### src/rtl/pingpong_bank_buffer_pkg.sv
// Shared definitions for the multi-bank ping-pong buffer: sizing helper,
// read FSM encoding and default geometry.
package pingpong_bank_buffer_pkg;

  localparam int unsigned DEF_WIDTH     = 8;
  localparam int unsigned DEF_DEPTH     = 4;
  localparam int unsigned DEF_NUM_BANKS = 2;

  typedef enum logic {
    R_IDLE  = 1'b0,
    R_BURST = 1'b1
  } rd_state_e;

  function automatic int unsigned clog2(input int unsigned value);
    int unsigned bits;
    bits = 0;
    for (int unsigned i = 0; i < 32; i++) begin
      if ((32'd1 << i) < value) bits = i + 1;
    end
    return bits;
  endfunction

endpackage

### src/rtl/pingpong_bank_buffer_bank_mem.sv
// Banked word storage: one write port, one registered read port, each
// addressed by {bank, word}. Read data holds while no read is issued.
module bank_mem
  import pingpong_bank_buffer_pkg::*;
#(
  parameter  int unsigned WIDTH     = DEF_WIDTH,
  parameter  int unsigned DEPTH     = DEF_DEPTH,
  parameter  int unsigned NUM_BANKS = DEF_NUM_BANKS,
  localparam int unsigned AW        = clog2(DEPTH),
  localparam int unsigned BW        = clog2(NUM_BANKS)
) (
  input  logic             clk,
  input  logic             rst,
  input  logic             wr_en,
  input  logic [BW-1:0]    wr_bank,
  input  logic [AW-1:0]    wr_word,
  input  logic [WIDTH-1:0] wr_data,
  input  logic             rd_en,
  input  logic [BW-1:0]    rd_bank,
  input  logic [AW-1:0]    rd_word,
  output logic [WIDTH-1:0] rd_data
);

  logic [WIDTH-1:0] mem [NUM_BANKS][DEPTH];

  always_ff @(posedge clk) begin
    if (wr_en) mem[wr_bank][wr_word] <= wr_data;
  end

  always_ff @(posedge clk or posedge rst) begin
    if (rst) begin
      rd_data <= '0;
    end else if (rd_en) begin
      rd_data <= mem[rd_bank][rd_word];
    end
  end

endmodule

### src/rtl/pingpong_bank_buffer.sv
// NUM_BANKS x DEPTH ping-pong buffer: producer fills banks in order, consumer
// drains only completed banks in fill order with one-cycle read latency.
module pingpong_bank_buffer
  import pingpong_bank_buffer_pkg::*;
#(
  parameter  int unsigned WIDTH     = DEF_WIDTH,
  parameter  int unsigned DEPTH     = DEF_DEPTH,
  parameter  int unsigned NUM_BANKS = DEF_NUM_BANKS,
  localparam int unsigned AW        = clog2(DEPTH),
  localparam int unsigned BW        = clog2(NUM_BANKS)
) (
  input  logic                 clk,
  input  logic                 rst,
  input  logic                 flush,
  input  logic [WIDTH-1:0]     din,
  input  logic                 din_vld,
  input  logic                 read,
  output logic [WIDTH-1:0]     dout,
  output logic                 dout_vld,
  output logic                 dout_last,
  output logic [BW-1:0]        dout_bank,
  output logic [NUM_BANKS-1:0] status_vld,
  output logic                 full,
  output logic                 empty,
  output logic                 wr_error,
  output logic                 rd_error
);

  localparam logic [AW-1:0] LAST_WORD = AW'(DEPTH - 1);
  localparam logic [BW-1:0] LAST_BANK = BW'(NUM_BANKS - 1);

  logic [BW-1:0]        w_bank, r_bank;
  logic [AW-1:0]        w_cnt, r_cnt;
  logic [NUM_BANKS-1:0] status_q, status_nxt;
  rd_state_e            state, state_nxt;

  logic wr_accept, wr_last;
  logic rd_avail, rd_accept, rd_last;

  assign status_vld = status_q;
  assign full       = status_q[w_bank];
  assign empty      = ~|status_q;

  // A bank stays readable for its whole burst, so one availability test
  // covers both the burst start and every word within it.
  always_comb begin
    wr_last   = (w_cnt == LAST_WORD);
    wr_accept = din_vld && !full && !flush;
    rd_last   = (r_cnt == LAST_WORD);
    rd_avail  = status_q[r_bank];
    rd_accept = read && rd_avail && !flush;
  end

  always_comb begin
    state_nxt = state;
    if (flush) begin
      state_nxt = R_IDLE;
    end else begin
      case (state)
        R_IDLE:  if (rd_accept && !rd_last) state_nxt = R_BURST;
        R_BURST: if (rd_accept && rd_last)  state_nxt = R_IDLE;
        default: state_nxt = R_IDLE;
      endcase
    end
  end

  // Writer only completes a bank it found empty and reader only drains a
  // bank it found full, so the set and clear never hit the same bit.
  always_comb begin
    status_nxt = status_q;
    if (flush) begin
      status_nxt = '0;
    end else begin
      if (wr_accept && wr_last) status_nxt[w_bank] = 1'b1;
      if (rd_accept && rd_last) status_nxt[r_bank] = 1'b0;
    end
  end

  always_ff @(posedge clk or posedge rst) begin
    if (rst) begin
      state    <= R_IDLE;
      status_q <= '0;
    end else begin
      state    <= state_nxt;
      status_q <= status_nxt;
    end
  end

  always_ff @(posedge clk or posedge rst) begin
    if (rst) begin
      w_bank    <= '0;
      w_cnt     <= '0;
      r_bank    <= '0;
      r_cnt     <= '0;
      dout_vld  <= 1'b0;
      dout_last <= 1'b0;
      dout_bank <= '0;
      wr_error  <= 1'b0;
      rd_error  <= 1'b0;
    end else if (flush) begin
      w_bank    <= '0;
      w_cnt     <= '0;
      r_bank    <= '0;
      r_cnt     <= '0;
      dout_vld  <= 1'b0;
      dout_last <= 1'b0;
      wr_error  <= 1'b0;
      rd_error  <= 1'b0;
    end else begin
      if (wr_accept) begin
        if (wr_last) begin
          w_cnt  <= '0;
          w_bank <= (w_bank == LAST_BANK) ? '0 : w_bank + 1'b1;
        end else begin
          w_cnt <= w_cnt + 1'b1;
        end
      end
      if (rd_accept) begin
        dout_bank <= r_bank;
        if (rd_last) begin
          r_cnt  <= '0;
          r_bank <= (r_bank == LAST_BANK) ? '0 : r_bank + 1'b1;
        end else begin
          r_cnt <= r_cnt + 1'b1;
        end
      end
      dout_vld  <= rd_accept;
      dout_last <= rd_accept && rd_last;
      wr_error  <= din_vld && full;
      rd_error  <= read && !rd_avail;
    end
  end

  bank_mem #(
    .WIDTH     (WIDTH),
    .DEPTH     (DEPTH),
    .NUM_BANKS (NUM_BANKS)
  ) u_bank_mem (
    .clk     (clk),
    .rst     (rst),
    .wr_en   (wr_accept),
    .wr_bank (w_bank),
    .wr_word (w_cnt),
    .wr_data (din),
    .rd_en   (rd_accept),
    .rd_bank (r_bank),
    .rd_word (r_cnt),
    .rd_data (dout)
  );

endmodule

### config.mk
export PLATFORM = sky130hd
export DESIGN_NAME = pingpong_bank_buffer
export DESIGN_NICKNAME = d
export VERILOG_FILES = /design/src/rtl/pingpong_bank_buffer_pkg.sv /design/src/rtl/pingpong_bank_buffer_bank_mem.sv /design/src/rtl/pingpong_bank_buffer.sv
export SDC_FILE = /design/constraint.sdc
export NUM_CORES = 1
export LEC_CHECK = 0
export ABC_CLOCK_PERIOD_IN_PS = 1800
export CAP_MARGIN = 20
export CORE_UTILIZATION = 25
export DETAILED_ROUTE_END_ITERATION = 8
export MAX_ROUTING_LAYER = met4
export SETUP_SLACK_MARGIN = 0.05
export SLEW_MARGIN = 20
export SYNTH_ARGS = -nofsm -noshare
export SYNTH_HDL_FRONTEND = slang
export SYNTH_SLANG_ARGS = --single-unit
### constraint.sdc
create_clock -name clk -period 1.8 [get_ports clk]
set_input_delay 0.36 -clock clk [delete_from_list [all_inputs] [get_ports clk]]
set_output_delay 0.36 -clock clk [all_outputs]
set_load 0.1 [all_outputs]
==> impl_metrics.csv, run 1 <==
group,metric,value,unit
status,status,"finished clean",
min_path,min_path_type,"in -> async",
sta,tightest_slew,0.5311,ns
sta,setup_violations,0,
synthesis,ys_ff_latch,85,
placed_design,place.detailed.hpwl,5096,microns
clocking,cts-root-buf,"clkbuf_16",
synthesis,synth.area.top_cells,"edfxtp_1 56%, dfrtp_1 15%, mux2i_1 5.2%, mux2_2 5.2%, a22o_1 2.0%",
setup_path,crit_required,1.44,ns
setup_path,worstReg2RegStart,"status_vld[1]$_DFF_PP0_",
placed_design,dp.cells,437,
setup_path,reg2reg_to,"u_bank_mem.mem[1][16]$_DFFE_PP_",
placed_design,portBuffers,29,
sta,setup-tns-final,0,ns
sta,grt_setup_unrepaired,"yes",
global_route,grt_antenna_before_repair,0,
clocking,cts_tree,"built",
sta,maxSlewHeadroom,64.52,%
sta,fin_crit_sh,96.96,%
power,max-vdd-ir-drop,421.5,uV
power,sw_frac_of_total,21.60,%
global_route,track_usage,10.94,%
setup_path,r2r_cells,4,
routing,vias_per_cell,4.277,
finish,drive_above_1_share,28.37,%
synthesis,syn_avg_cell_area,15.65,sq um
synthesis,yosysWarnings,0,
die,die_area,14310,sq um
finish,seq_area,2456,sq um
die,core_area,13350,sq um
clocking,cts.sinks,85,
sta,max_freq,572.9,MHz
clocking,clock_latency,0.33,ns
synthesis,synth_cell_types,31,
setup_path,critPathMaxFanout,2,
synthesis,syn_area,3460,sq um
finish,area_growth,33.74,%
finish,nets,295,
clocking,cts_made_buffers,9,
placed_design,gp_routability_congestion,0.8066,
routing,dr.pass1.iters,4,
finish,final_common_cell,"edfxtp_1",
finish,antennaDiodeCount,0,
power,cellLeakagePower,1.643,nW
die,rows,42,
placed_design,place_area,4330,sq um
run,drv_cap,0,
routing,wire_per_inst,15.10,microns
finish,stdcell_count,458,
finish,fill_cells,1282,
synthesis,synth_seq_area_share,70.74,%
clocking,htree_levels,3,
clocking,clk_pin_slew,0.06,ns
sta,min_period,1.745,ns
clocking,clockBufferDepth,2,
setup_path,arrival,1.39,ns
sta,clock_skew,0.005283,ns
finish,layout_common_cells,"64 x edfxtp_1, 22 x buf_12, 21 x buf_4",
synthesis,synth_nets,239,
finish,multi_input_area,940.9,sq um
setup_path,path_cells,"mux2i_4 -> clkinvlp_4 -> buf_12",
setup_path,r2r_setup_slack,0.14,ns
routing,drt_iter0_drc,136,
die,die_w,119.6,microns
global_route,grt_pass1_wl,11100,microns
setup_path,setup.worst_path.class,"reg -> out",
die,start_util,25.92,%
synthesis,synth_top_area_share,55.55,%
setup_path,cp-end-kind,"primary output",
routing,vias,1959,
global_route,grt_pass1_vias,2058,
power,switching_power,873.9,uW
sta,hold_ws,0.3544,ns
finish,final_cell_area,4627,sq um
global_route,grt-ovfl-total,0,
power,power.share.clock,39.1,%
routing,drcViolationCount,0,
routing,ant_nets,0,
die,die_h,119.6,microns
power,cellPowerDensity,874.4,nW/um^2
setup_path,slowest_delay,0.49,ns
setup_path,crit_path_start_kind,"flop",
synthesis,synth_area_leader_cell,"edfxtp_1",
power,internal-power,3.172,mW
sta,slew_viol_final,0,
sta,hold_viol,0,
synthesis,synth_cells,221,
power,sequentialPowerShare,53.5,%
die,ios,30,
setup_path,crit_slowest_cell,"dfrtp_4",
routing,routed_wl,6917,microns
global_route,grt_max_degree,34,
power,p_comb_share,7.4,%
finish,fin_util,34.66,%
## what timing repair did
item	4_1_cts	5_1_grt
hold buffers	0	0
resized for setup	1	0
setup endpoints to repair	1	1
buffers inserted	5	0
hold endpoints to repair	0	0
## routing by layer
metal | wire [microns] | vias to the layer above | track usage, %
met5 | 0 | - | -
met4 | 184 | 0 | 5.547
met3 | 281 | 13 | 2.804
met2 | 3352 | 42 | 17.34
met1 | 3100 | 954 | 12.87
li1 | - | 950 | -
## flip-flops by register name, summed over array words and instances (netlist names), 2 cells and up
| name | flops |
|---|---|
| status_vld | 2 |
| u_bank_mem.rd_data | 8 |
| w_cnt | 2 |
| u_bank_mem.mem | 64 |
| r_cnt | 2 |
## logic make-up (layout without fill, tap and decap cells)
| logic type | after synthesis | count (layout) | synth area share (%) |
|---|---|---|---|
| simple gates | 33 | 33 | 5.498 |
| mux | 35 | 35 | 10.85 |
| flops | 85 | 85 | 70.74 |
| compound gates | 45 | 45 | 8.463 |
| fa+ha+maj | 5 | 5 | 1.808 |
| buf+inv | 18 | 79 | 2.640 |
## cell usage after synthesis
cell / n
a21oi_1: 6
a22o_1: 8
a22oi_1: 1
and2_1: 9
and4b_1: 1
and4bb_2: 1
buf_1: 3
buf_2: 1
buf_4: 2
buf_6: 2
clkbuf_1: 2
dfrtp_1: 21
edfxtp_1: 64
ha_1: 5
inv_1: 8
mux2_2: 16
mux2_4: 1
mux2i_1: 18
nand2_1: 2
nand2b_1: 3
nand3_1: 4
nand3b_1: 1
nor2_1: 6
nor2b_1: 1
nor3_1: 2
o21ai_0: 13
o21ba_2: 1
o22ai_1: 8
o31ai_1: 8
or2_1: 1
or3_1: 2
## power groups by stage
stage	combinational, mW	sequential (mW)	clock [mW]
CTS	0.304	2.17	1.63
finish	0.300	2.17	1.58
detailed placement	0.301	2.21	0
global route	0.319	2.17	1.70
global placement	0.300	2.21	0
floorplan	0.0699	2.28	0
## cell type report
type	count	share of cell area [%]
Multi-Input combinational cell	118	20.34
Tap cell	176	4.759
Inverter	8	0.7301
Clock inverter	7	0.7031
Sequential cell	85	53.08
Clock buffer	9	4.867
Timing Repair Buffer	55	15.52
## worst max-delay path by stage
stage	startpoint	to	slack, ns
6_report	status_vld[0]$_DFF_PP0_	full	0.05
5_1_grt	status_vld[0]$_DFF_PP0_	full	0.01
4_1_cts	status_vld[0]$_DFF_PP0_	full	0.03
3_3_place_gp	flush	u_bank_mem.mem[1][11]$_DFFE_PP_	-0.15
2_1_floorplan	status_vld[0]$_DFF_PP0_	w_cnt[0]$_DFFE_PP0P_	-0.02
3_5_place_dp	flush	u_bank_mem.mem[1][16]$_DFFE_PP_	-0.16
## worst max-delay path, delay by kind of cell (launching register included)
family | cells | cell delay, ns
flip-flops | 1 | 0.49
buffers and inverters | 2 | 0.34
multiplexers | 1 | 0.21
## stage by stage
stage / total power [mW] / setup WS, ns
after detailed placement: 2.508 / -0.1649
after floorplan: 2.347 / -0.01861
after CTS: 4.105 / 0.03126
final: 4.046 / 0.05464
after global placement: 2.506 / -0.1476
after global routing: 4.190 / 0.01124
Note: power is estimated with default switching activity, not from simulation.
==> run 2: changes to the inputs <==
Settings changed: CORE_UTILIZATION 25 to 40.
==> impl_metrics.csv, run 2 (synthesis results as in run 1) <==
group,metric,value,unit
clocking,clk_pin_slew,0.10,ns
placed_design,place_area,4292,sq um
routing,vias,1968,
power,p_comb_share,7.8,%
finish,drive_above_1_share,29.79,%
global_route,grt_pass1_vias,1958,
clocking,clockBufferDepth,2,
die,ios,30,
routing,ant_nets,0,
finish,area_growth,31.07,%
sta,max_freq,572.3,MHz
clocking,cts_made_buffers,9,
clocking,htree_levels,3,
setup_path,crit_required,1.44,ns
setup_path,cp-end-kind,"primary output",
die,die_w,95,microns
finish,seq_area,2456,sq um
global_route,grt_pass1_wl,10260,microns
die,die_area,9025,sq um
power,max-vdd-ir-drop,448.7,uV
finish,largest_registers,"u_bank_mem.mem (64), u_bank_mem.rd_data (8)",
finish,largest-register,"u_bank_mem.mem",
die,core_area,8299,sq um
clocking,holdBufCountCts,0,
power,sw_frac_of_total,23.71,%
sta,clock_skew,0.01582,ns
power,cellPowerDensity,845.3,nW/um^2
sta,maxSlewHeadroom,66.64,%
power,switching_power,908.7,uW
sta,grt_setup_unrepaired,"yes",
die,start_util,41.69,%
setup_path,setup.worst_path.class,"reg -> out",
power,sequentialPowerShare,56.4,%
setup_path,critPathMaxFanout,2,
clocking,clock_latency,0.36,ns
clocking,cts.sinks,85,
routing,wire_per_inst,16.47,microns
sta,setup_violations,0,
global_route,track_usage,16.67,%
finish,fill_cells,680,
global_route,grt_max_degree,37,
sta,fin_crit_sh,97.07,%
setup_path,crit_path_start_kind,"flop",
die,die_h,95,microns
finish,layout_common_cells,"64 x edfxtp_1, 26 x buf_12, 18 x dfrtp_1",
die,rows,33,
run,drv_cap,0,
setup_path,arrival,1.39,ns
power,internal-power,2.924,mW
finish,nets,295,
clocking,cts_tree,"built",
status,status,"finished clean",
sta,tightest_slew,0.4985,ns
power,cellLeakagePower,1.628,nW
placed_design,portBuffers,29,
clocking,cts-root-buf,"clkbuf_8",
routing,drcViolationCount,0,
min_path,min_path_type,"in -> async",
sta,setup-tns-final,0,ns
finish,largest_reg_flops,64,
placed_design,gp_routability_congestion,0.7643,
finish,final_cell_area,4534,sq um
routing,drt_iter0_drc,106,
placed_design,place.detailed.hpwl,4616,microns
finish,multi_input_area,940.9,sq um
routing,vias_per_cell,5.085,
global_route,grt-ovfl-total,0,
sta,slew_viol_final,0,
sta,hold_viol,0,
routing,routed_wl,6373,microns
finish,antennaDiodeCount,0,
global_route,grt_antenna_before_repair,0,
finish,final_common_cell,"edfxtp_1",
power,power.share.clock,35.8,%
power,fin_total_pwr,3.833,mW
routing,dr.pass1.iters,4,
sta,min_period,1.747,ns
[run 2: through the flow]
stage | utilization (%) | setup WS (ns) | cells | hold slack (ns)
2_1_floorplan | - | -0.01861 | 221 | 0.3366
3_3_place_gp | 51.71 | -0.09718 | 366 | 0.5636
3_5_place_dp | 51.71 | -0.1676 | 366 | 0.5724
4_1_cts | 54.64 | 0.03374 | 387 | 0.2961
5_1_grt | 54.64 | 0.01236 | 387 | 0.3186
6_report | 54.64 | 0.05269 | 387 | 0.2936
[run 2: worst paths after layout]
check | startpoint | slack [ns] | depth (start not counted) | end
worst min register to register | u_bank_mem.rd_data[6]$_DFFE_PP0P_ | 0.58 | 2 | u_bank_mem.rd_data[6]$_DFFE_PP0P_
worst max-delay path | status_vld[1]$_DFF_PP0_ | 0.05 | 3 | full
worst min-delay path | rst | 0.29 | 3 | u_bank_mem.rd_data[1]$_DFFE_PP0P_
worst max register to register | status_vld[1]$_DFF_PP0_ | 0.13 | 4 | u_bank_mem.mem[1][18]$_DFFE_PP_
max in group asynchronous | rst | 1.30 | 3 | status_vld[1]$_DFF_PP0_
min in group clk | u_bank_mem.rd_data[6]$_DFFE_PP0P_ | 0.58 | 2 | u_bank_mem.rd_data[6]$_DFFE_PP0P_
[run 2: layout make-up]
cell class              instances  area share, %
flip-flops and latches         85          54.17
multi-input cells             118          20.75
repair buffers                 55          16.94
well taps                     105          2.897
clock buffers                   9          2.732
clock inverters                 7          1.766
inverters                       8         0.7450
[run 2: what timing repair did]
item | 4_1_cts | 5_1_grt
pin swaps | 0 | 0
resized for setup | 1 | 0
setup endpoints to repair | 1 | 1
buffers inserted | 5 | 0
[run 2: layer usage]
metal | global-route usage (%) | vias to the layer above | share of wire, %
met1 | 22.67 | 957 | 48
li1 | - | 954 | -
met4 | 8.965 | 0 | 2.5
met5 | - | - | 0
met3 | 3.301 | 13 | 3.4
met2 | 23.50 | 44 | 46
[run 2: power groups by stage]
stage                     registers, mW  clock network, mW  logic [mW]
after floorplan                    2.28                  0      0.0699
after global placement             2.21                  0       0.294
after detailed placement           2.21                  0       0.299
after CTS                          2.16               1.41       0.303
after global routing               2.16               1.49       0.321
final                              2.16               1.37       0.299
[run 2: critical path: stages, from the launching register on]
cell and delay (ns):
dfrtp_4 0.51, mux2i_4 0.20, clkinvlp_4 0.15, buf_12 0.18
